`config.mk`:
```
export PLATFORM = sky130hd
export DESIGN_NAME = fold_generator
export DESIGN_NICKNAME = d
export VERILOG_FILES = /design/src/rtl/fold_pkg.sv /design/src/rtl/fold_cell.sv /design/src/rtl/fold_generator.sv
export SDC_FILE = /design/constraint.sdc
export NUM_CORES = 2
export LEC_CHECK = 0
export CORE_AREA = 5 5 450 452
export CTS_BUF_LIST = sky130_fd_sc_hd__clkbuf_8
export CTS_CLUSTER_SIZE = 40
export DETAILED_ROUTE_END_ITERATION = 7
export DIE_AREA = 0 0 455 457
export PLACE_DENSITY = 0.48
export RECOVER_POWER = 25
export SLEW_MARGIN = 20
export SYNTH_ARGS = -nofsm -noshare
export SYNTH_HDL_FRONTEND = slang
export SYNTH_SLANG_ARGS = --single-unit
```
`constraint.sdc`:
```
create_clock -name clk -period 4.81 [get_ports clk]
set_input_delay 0.962 -clock clk [delete_from_list [all_inputs] [get_ports clk]]
set_output_delay 0.962 -clock clk [all_outputs]
set_load 0.03 [all_outputs]
```
`src/rtl/fold_pkg.sv`:
```
`default_nettype none
// ============================================================================
//  Module      : fold_pkg
//  Description : Shared constants, FSM state encoding and sample types for the
//                modulo-folding encoder (fold_generator / fold_cell).
//  Revision    : 1.0 - initial release
// ============================================================================
package fold_pkg;

    localparam int c_rows    = 32;
    localparam int c_in_res  = 20;
    localparam int c_out_res = 16;
    localparam int c_l_log2  = 12;
    localparam int c_l       = 1 << c_l_log2;
    localparam int c_two_l   = 2 * c_l;

    typedef enum logic [1:0] {
        ST_IDLE = 2'b00,
        ST_RUN  = 2'b01,
        ST_DONE = 2'b10
    } fold_state_t;

    typedef logic signed [c_in_res-1:0]  in_sample_t;
    typedef logic signed [c_out_res-1:0] out_sample_t;

endpackage
`default_nettype wire

```
`src/rtl/fold_cell.sv`:
```
`default_nettype none
// ============================================================================
//  Module      : fold_cell
//  Description : Combinational single-sample fold: x -> centred modulo sample
//                y in [-L, L) and fold index k = floor((x + L) / 2L).
//  Revision    : 1.0 - initial release
// ============================================================================
module fold_cell
    import fold_pkg::*;
#(
    parameter int IN_RES  = c_in_res,
    parameter int OUT_RES = c_out_res,
    parameter int L_LOG2  = c_l_log2
) (
    input  logic signed [IN_RES-1:0]        x,
    output logic signed [OUT_RES-1:0]       y,
    output logic signed [IN_RES-L_LOG2-1:0] k
);

    localparam logic signed [IN_RES:0] c_l_ext = (IN_RES+1)'(1) << L_LOG2;

    logic signed [IN_RES:0] w_s;
    logic signed [L_LOG2:0] w_y_short;

    // One guard bit makes x + L overflow-free.
    assign w_s = {x[IN_RES-1], x} + c_l_ext;

    // Upper bits of s are floor(s / 2L); subtracting L from the low field
    // is the same as inverting its top bit.
    assign k         = w_s[IN_RES:L_LOG2+1];
    assign w_y_short = {~w_s[L_LOG2], w_s[L_LOG2-1:0]};
    assign y         = OUT_RES'(w_y_short);

endmodule
`default_nettype wire

```
`src/rtl/fold_generator.sv`:
```
`default_nettype none
// ============================================================================
//  Module      : fold_generator
//  Description : Frame-based modulo-folding encoder, one sample per clock with
//                a start/busy/done handshake. Define FOLD_INDEX_EN to expose
//                the per-sample fold index on port fold_idx.
//  Revision    : 1.0 - initial release
// ============================================================================
module fold_generator
    import fold_pkg::*;
#(
    parameter int ROWS    = c_rows,
    parameter int IN_RES  = c_in_res,
    parameter int OUT_RES = c_out_res,
    parameter int L_LOG2  = c_l_log2
) (
    input  logic                      clk,
    input  logic                      reset,
    input  logic                      en,
    input  logic signed [IN_RES-1:0]  in       [ROWS],
    output logic signed [OUT_RES-1:0] out      [ROWS],
    output logic                      busy,
    output logic                      done,
    output logic [5:0]                fold_cnt
`ifdef FOLD_INDEX_EN
    ,
    output logic signed [IN_RES-L_LOG2-1:0] fold_idx [ROWS]
`endif
);

    localparam int c_idx_w = (ROWS > 1) ? $clog2(ROWS) : 1;
    localparam int c_cnt_w = $clog2(ROWS + 1);
    localparam int c_k_w   = IN_RES - L_LOG2;

    fold_state_t r_state;
    fold_state_t w_state_nxt;

    logic signed [IN_RES-1:0]  r_snap [ROWS];
    logic signed [OUT_RES-1:0] r_out  [ROWS];
`ifdef FOLD_INDEX_EN
    logic signed [c_k_w-1:0]   r_fold_idx [ROWS];
`endif

    logic [c_cnt_w-1:0]        r_idx;
    logic [c_idx_w-1:0]        w_sel;
    logic                      w_issue;
    logic signed [OUT_RES-1:0] w_y;
    logic signed [c_k_w-1:0]   w_k;

    logic                      r_p_vld;
    logic [c_idx_w-1:0]        r_p_idx;
    logic signed [OUT_RES-1:0] r_p_y;
    logic signed [c_k_w-1:0]   r_p_k;
    logic signed [c_k_w-1:0]   r_k_prev;
    logic [5:0]                r_fold_cnt;

    assign w_issue = (r_state == ST_RUN) && (r_idx < c_cnt_w'(ROWS));
    assign w_sel   = r_idx[c_idx_w-1:0];

    fold_cell #(
        .IN_RES  (IN_RES),
        .OUT_RES (OUT_RES),
        .L_LOG2  (L_LOG2)
    ) u_cell (
        .x (r_snap[w_sel]),
        .y (w_y),
        .k (w_k)
    );

    always_ff @(posedge clk or negedge reset) begin
        if (!reset) begin
            r_state <= ST_IDLE;
        end else begin
            r_state <= w_state_nxt;
        end
    end

    // The frame ends when the last pipelined sample is written, not when it
    // is issued, so that done coincides with a fully updated out[].
    always_comb begin
        w_state_nxt = r_state;
        case (r_state)
            ST_IDLE: if (en) w_state_nxt = ST_RUN;
            ST_RUN:  if (r_p_vld && (r_p_idx == c_idx_w'(ROWS - 1))) w_state_nxt = ST_DONE;
            ST_DONE: w_state_nxt = ST_IDLE;
            default: w_state_nxt = ST_IDLE;
        endcase
    end

    always_ff @(posedge clk or negedge reset) begin
        if (!reset) begin
            r_idx      <= '0;
            r_p_vld    <= 1'b0;
            r_p_idx    <= '0;
            r_p_y      <= '0;
            r_p_k      <= '0;
            r_k_prev   <= '0;
            r_fold_cnt <= '0;
            for (int i = 0; i < ROWS; i++) begin
                r_snap[i] <= '0;
                r_out[i]  <= '0;
`ifdef FOLD_INDEX_EN
                r_fold_idx[i] <= '0;
`endif
            end
        end else begin
            r_p_vld <= w_issue;

            if ((r_state == ST_IDLE) && en) begin
                r_snap     <= in;
                r_idx      <= '0;
                r_fold_cnt <= '0;
            end

            if (w_issue) begin
                r_p_idx <= w_sel;
                r_p_y   <= w_y;
                r_p_k   <= w_k;
                r_idx   <= r_idx + c_cnt_w'(1);
            end

            // Write-back stage; the first sample of a frame has no predecessor.
            if (r_p_vld) begin
                r_out[r_p_idx] <= r_p_y;
`ifdef FOLD_INDEX_EN
                r_fold_idx[r_p_idx] <= r_p_k;
`endif
                r_k_prev <= r_p_k;
                if ((r_p_idx != '0) && (r_p_k != r_k_prev) && (r_fold_cnt != 6'd63)) begin
                    r_fold_cnt <= r_fold_cnt + 6'd1;
                end
            end
        end
    end

    assign out      = r_out;
    assign busy     = (r_state != ST_IDLE);
    assign done     = (r_state == ST_DONE);
    assign fold_cnt = r_fold_cnt;
`ifdef FOLD_INDEX_EN
    assign fold_idx = r_fold_idx;
`endif

endmodule
`default_nettype wire

```
==> impl_metrics.py <==
metrics = {
    "yosys": {
        "synth_compound_area_share_pct": 1.046,
        "yosys_warnings": 0,
        "synth_edf_count": 0,
        "ys_ff_latch": 1105,
        "synth_fp_nets": 4942,
        "synth_area_per_cell_um2": 11.03,
        "synth_fa_ha_area_share_pct": 0.07922,
        "synth_top_family_by_area": "multiplexers",
        "synth_cells": 4296,
        "synthSimpleGateAreaFrac_pct": 16.82,
        "syn_area_mm2": 0.04738,
        "synth_seq_area_share_pct": 58.36,
        "synth_ff_type": "dfrtp_1",
        "synthArstFlopShare_pct": 100.0,
        "synth_cell_types": 52,
        "synth-xor-area-share_pct": 0.2033,
        "synthMuxAreaShare_pct": 19.48,
    },
    "sta": {
        "rsz0062_at_grt": "no",
        "tightest_slew_ns": 2.103,
        "final-setup-viol-count": 0,
        "finalHoldViolations": 0,
        "slew_violations": 108,
        "layout_setup_ws_ns": 1.109,
        "period_share_pct": 76.94,
        "timing.fmax_mhz": 270.2,
        "timing.final.crit_period_ns": 3.701,
        "tns_ns": 0,
        "relSlewSlack_pct": -40.21,
        "skew_ns": 0.05448,
    },
    "place": {
        "dpl_worst_slack_ns": 1.302,
        "gp_congestion": 0.8272,
        "dpl_cell_area_mm2": 0.06154,
        "numPortBuffers": 1162,
        "hpwl_um": 153000,
    },
    "global_routing": {
        "grt_antenna_before_repair": 65,
        "grt_overflow": 0,
        "grt_pass1_vias": 37683,
        "grt_first_pass_wirelength_um": 284500,
        "grtUsageTotal_pct": 19.08,
        "grt_max_degree": 149,
    },
    "cts": {
        "cts_tree": "yes",
        "postCtsSetupBuffers": 0,
        "htreeDepth": 4,
        "clkLatencyLatePin_ns": 0.98,
        "cts_made_buffers": 200,
        "clk_root_buffer_cell": "clkbuf_8",
        "hold_buffers": 1,
        "clkSinkCount": 1105,
        "max-clock-path-buffers": 3,
        "clkTransAtPathRegs_ns": 0.06,
        "cts_resized": 0,
    },
    "worst_setup_path": {
        "worstPathMaxFanout": 3,
        "crit_path_end_kind": "primary output",
        "worstSetupEndpoint": "busy",
        "crit_start": "r_state[1]",
        "regToRegSetupSlack_ns": 1.36,
        "reg2reg_depth": 9,
        "worstPathArrival_ns": 2.74,
        "crit_required_ns": 3.85,
        "reg2reg_from": "r_idx[1]",
        "crit_type": "reg2out",
        "worstReg2RegEnd": "r_p_k[4]",
        "worstSetupStartpointType": "flop",
    },
    "floorplan": {
        "dieArea_mm2": 0.2079,
        "die_w_um": 455,
        "die_y_um": 457,
        "initial_core_util_pct": 23.88,
        "io_pins": 1163,
        "coreArea_mm2": 0.1984,
        "placementRows": 164,
    },
    "detailed_routing": {
        "route.met3.wl_um": 12910,
        "top_layer_used": "met5",
        "drt_iter0_drc": 2253,
        "drc_errors": 0,
        "met2WireLength_um": 102700,
        "drtPass1Iterations": 5,
        "wire_per_inst_um": 24.76,
        "postRouteAntennaNets": 0,
        "via_per_inst": 4.368,
        "routed_wl_um": 203800,
        "wl_met1_um": 81160,
        "num_vias": 35956,
    },
    "power": {
        "max-vdd-ir-drop_mv": 0.2792,
        "power.leakage_nw": 32.06,
        "power_w": 0.01928,
        "power_density_mw_per_mm2": 293.8,
    },
    "run": {
        "maxCapViolations": 3,
    },
    "final_layout": {
        "multi_input_area_mm2": 0.01785,
        "drive_above_1_share_pct": 18.62,
        "syn_to_final_growth_pct": 38.52,
        "fillers": 20340,
        "fin_nets": 6034,
        "final_area_mm2": 0.06563,
        "seq_area_mm2": 0.02768,
    },
    "outcome": {
        "status": "finished with violations",
        "violations": "capacitance limit, slew limit",
    },
    "hold_path": {
        "hp-class": "reg2reg",
    },
}
## cells by family after synthesis
kind of cell | after synthesis
xor gates and xnor gates | 11
buffers and inverters | 381
and+or+nand+nor | 2090
AOI/OAI and AO/OA | 73
adders and majority gates | 3
DFF | 1105
muxes | 633
## cell usage in the layout (no fill, tap or decap), types with 4 or more instances in the layout
| master | count |
|---|---|
| buf_12 | 19 |
| mux2_2 | 433 |
| nand3_1 | 7 |
| a31oi_1 | 18 |
| clkbuf_8 | 248 |
| nand2_1 | 1998 |
| buf_4 | 66 |
| nor3b_1 | 5 |
| mux2i_1 | 12 |
| diode_2 | 27 |
| o31ai_1 | 4 |
| clkinv_8 | 4 |
| inv_1 | 80 |
| o22ai_1 | 7 |
| o21ai_1 | 6 |
| or3_1 | 4 |
| dfrtp_1 | 1089 |
| nor2_1 | 38 |
| mux4_2 | 188 |
| nor2_2 | 5 |
| nand2b_1 | 6 |
| clkdlybuf4s50_1 | 1161 |
| dfrtp_2 | 13 |
| xnor2_1 | 10 |
| clkbuf_1 | 14 |
| clkinv_2 | 20 |
| o21ai_0 | 20 |
| or2_2 | 5 |
## registers in the layout, summed over array words and instances (netlist names)
register	cells
out	416
r_p_vld	1
fold_cnt	6
r_p_y	13
r_snap	640
r_p_idx	5
r_state	2
r_idx	6
r_p_k	8
r_k_prev	8
## power by group
part | switching (W) | internal, W | leakage [nW]
sequential | 0 | 0.00930 | 15.4
clock | 0.00428 | 0.00484 | 2.40
combinational | 0.000377 | 0.000481 | 14.3
## final cells by class
cell class	count	share of cell area (%)
clock buffers	248	5.201
diodes	27	0.1029
repair buffers	1264	19.16
multi-input cells	2810	27.20
flip-flops and latches	1105	42.17
inverters	7	0.04194
clock inverters	115	1.049
well taps	2656	5.064
## worst max-delay path, cell delays in order, from the launching register on
cell	delay (ns)
dfrtp_1	0.39
nor2_2	0.64
inv_1	0.10
clkdlybuf4s50_1	0.67
## through the flow
stage / hold WS [ns] / util, % / instances
3_3_place_gp: 0.4539 / 31.01 / 7841
4_1_cts: 0.3335 / 33.09 / 8205
2_1_floorplan: 0.4401 / - / 4296
6_report: 0.4684 / 33.07 / 8232
5_1_grt: 0.4106 / 33.07 / 8225
3_5_place_dp: 0.4567 / 31.01 / 7841
## layer usage
| layer | up-vias | track usage [%] |
|---|---|---|
| li1 | 16201 | - |
| met1 | 18173 | 23.04 |
| met2 | 1251 | 32.92 |
| met3 | 325 | 4.174 |
| met4 | 6 | 7.644 |
| met5 | - | 0 |
## cells in the mapped netlist (4+ instances only)
| cell | number | area (µm²) |
|---|---|---|
| nor2_1 | 43 | 161.4 |
| buf_2 | 25 | 125.1 |
| buf_4 | 100 | 750.7 |
| xnor2_1 | 10 | 87.58 |
| or2_2 | 5 | 31.28 |
| or3_1 | 4 | 25.02 |
| buf_6 | 8 | 90.09 |
| a31oi_1 | 18 | 112.6 |
| mux2_2 | 433 | 4876 |
| nor3b_1 | 5 | 37.54 |
| buf_1 | 29 | 108.9 |
| nand3_1 | 7 | 35.03 |
| dfrtp_1 | 1105 | 27650 |
| mux4_2 | 188 | 4234 |
| o21ai_1 | 6 | 30.03 |
| nand2_1 | 1999 | 7503 |
| inv_1 | 4 | 15.01 |
| o22ai_1 | 7 | 43.79 |
| o21ai_0 | 20 | 100.1 |
| nand2b_1 | 6 | 37.54 |
| o31ai_1 | 4 | 30.03 |
| mux2i_1 | 12 | 120.1 |
| clkbuf_1 | 212 | 795.8 |
## how the worst min path moves through the flow
stage	slack, ns	start	cells past startpoint	endpoint
detailed placement	0.46	r_snap[422]	2	r_snap[422]
floorplan	0.44	r_snap[12]	2	r_snap[12]
global route	0.41	in[133]	3	r_snap[133]
global placement	0.45	r_snap[139]	2	r_snap[139]
finish	0.47	r_snap[101]	2	r_snap[101]
CTS	0.33	in[523]	3	r_snap[523]
Power figures use the tool's default switching activity.
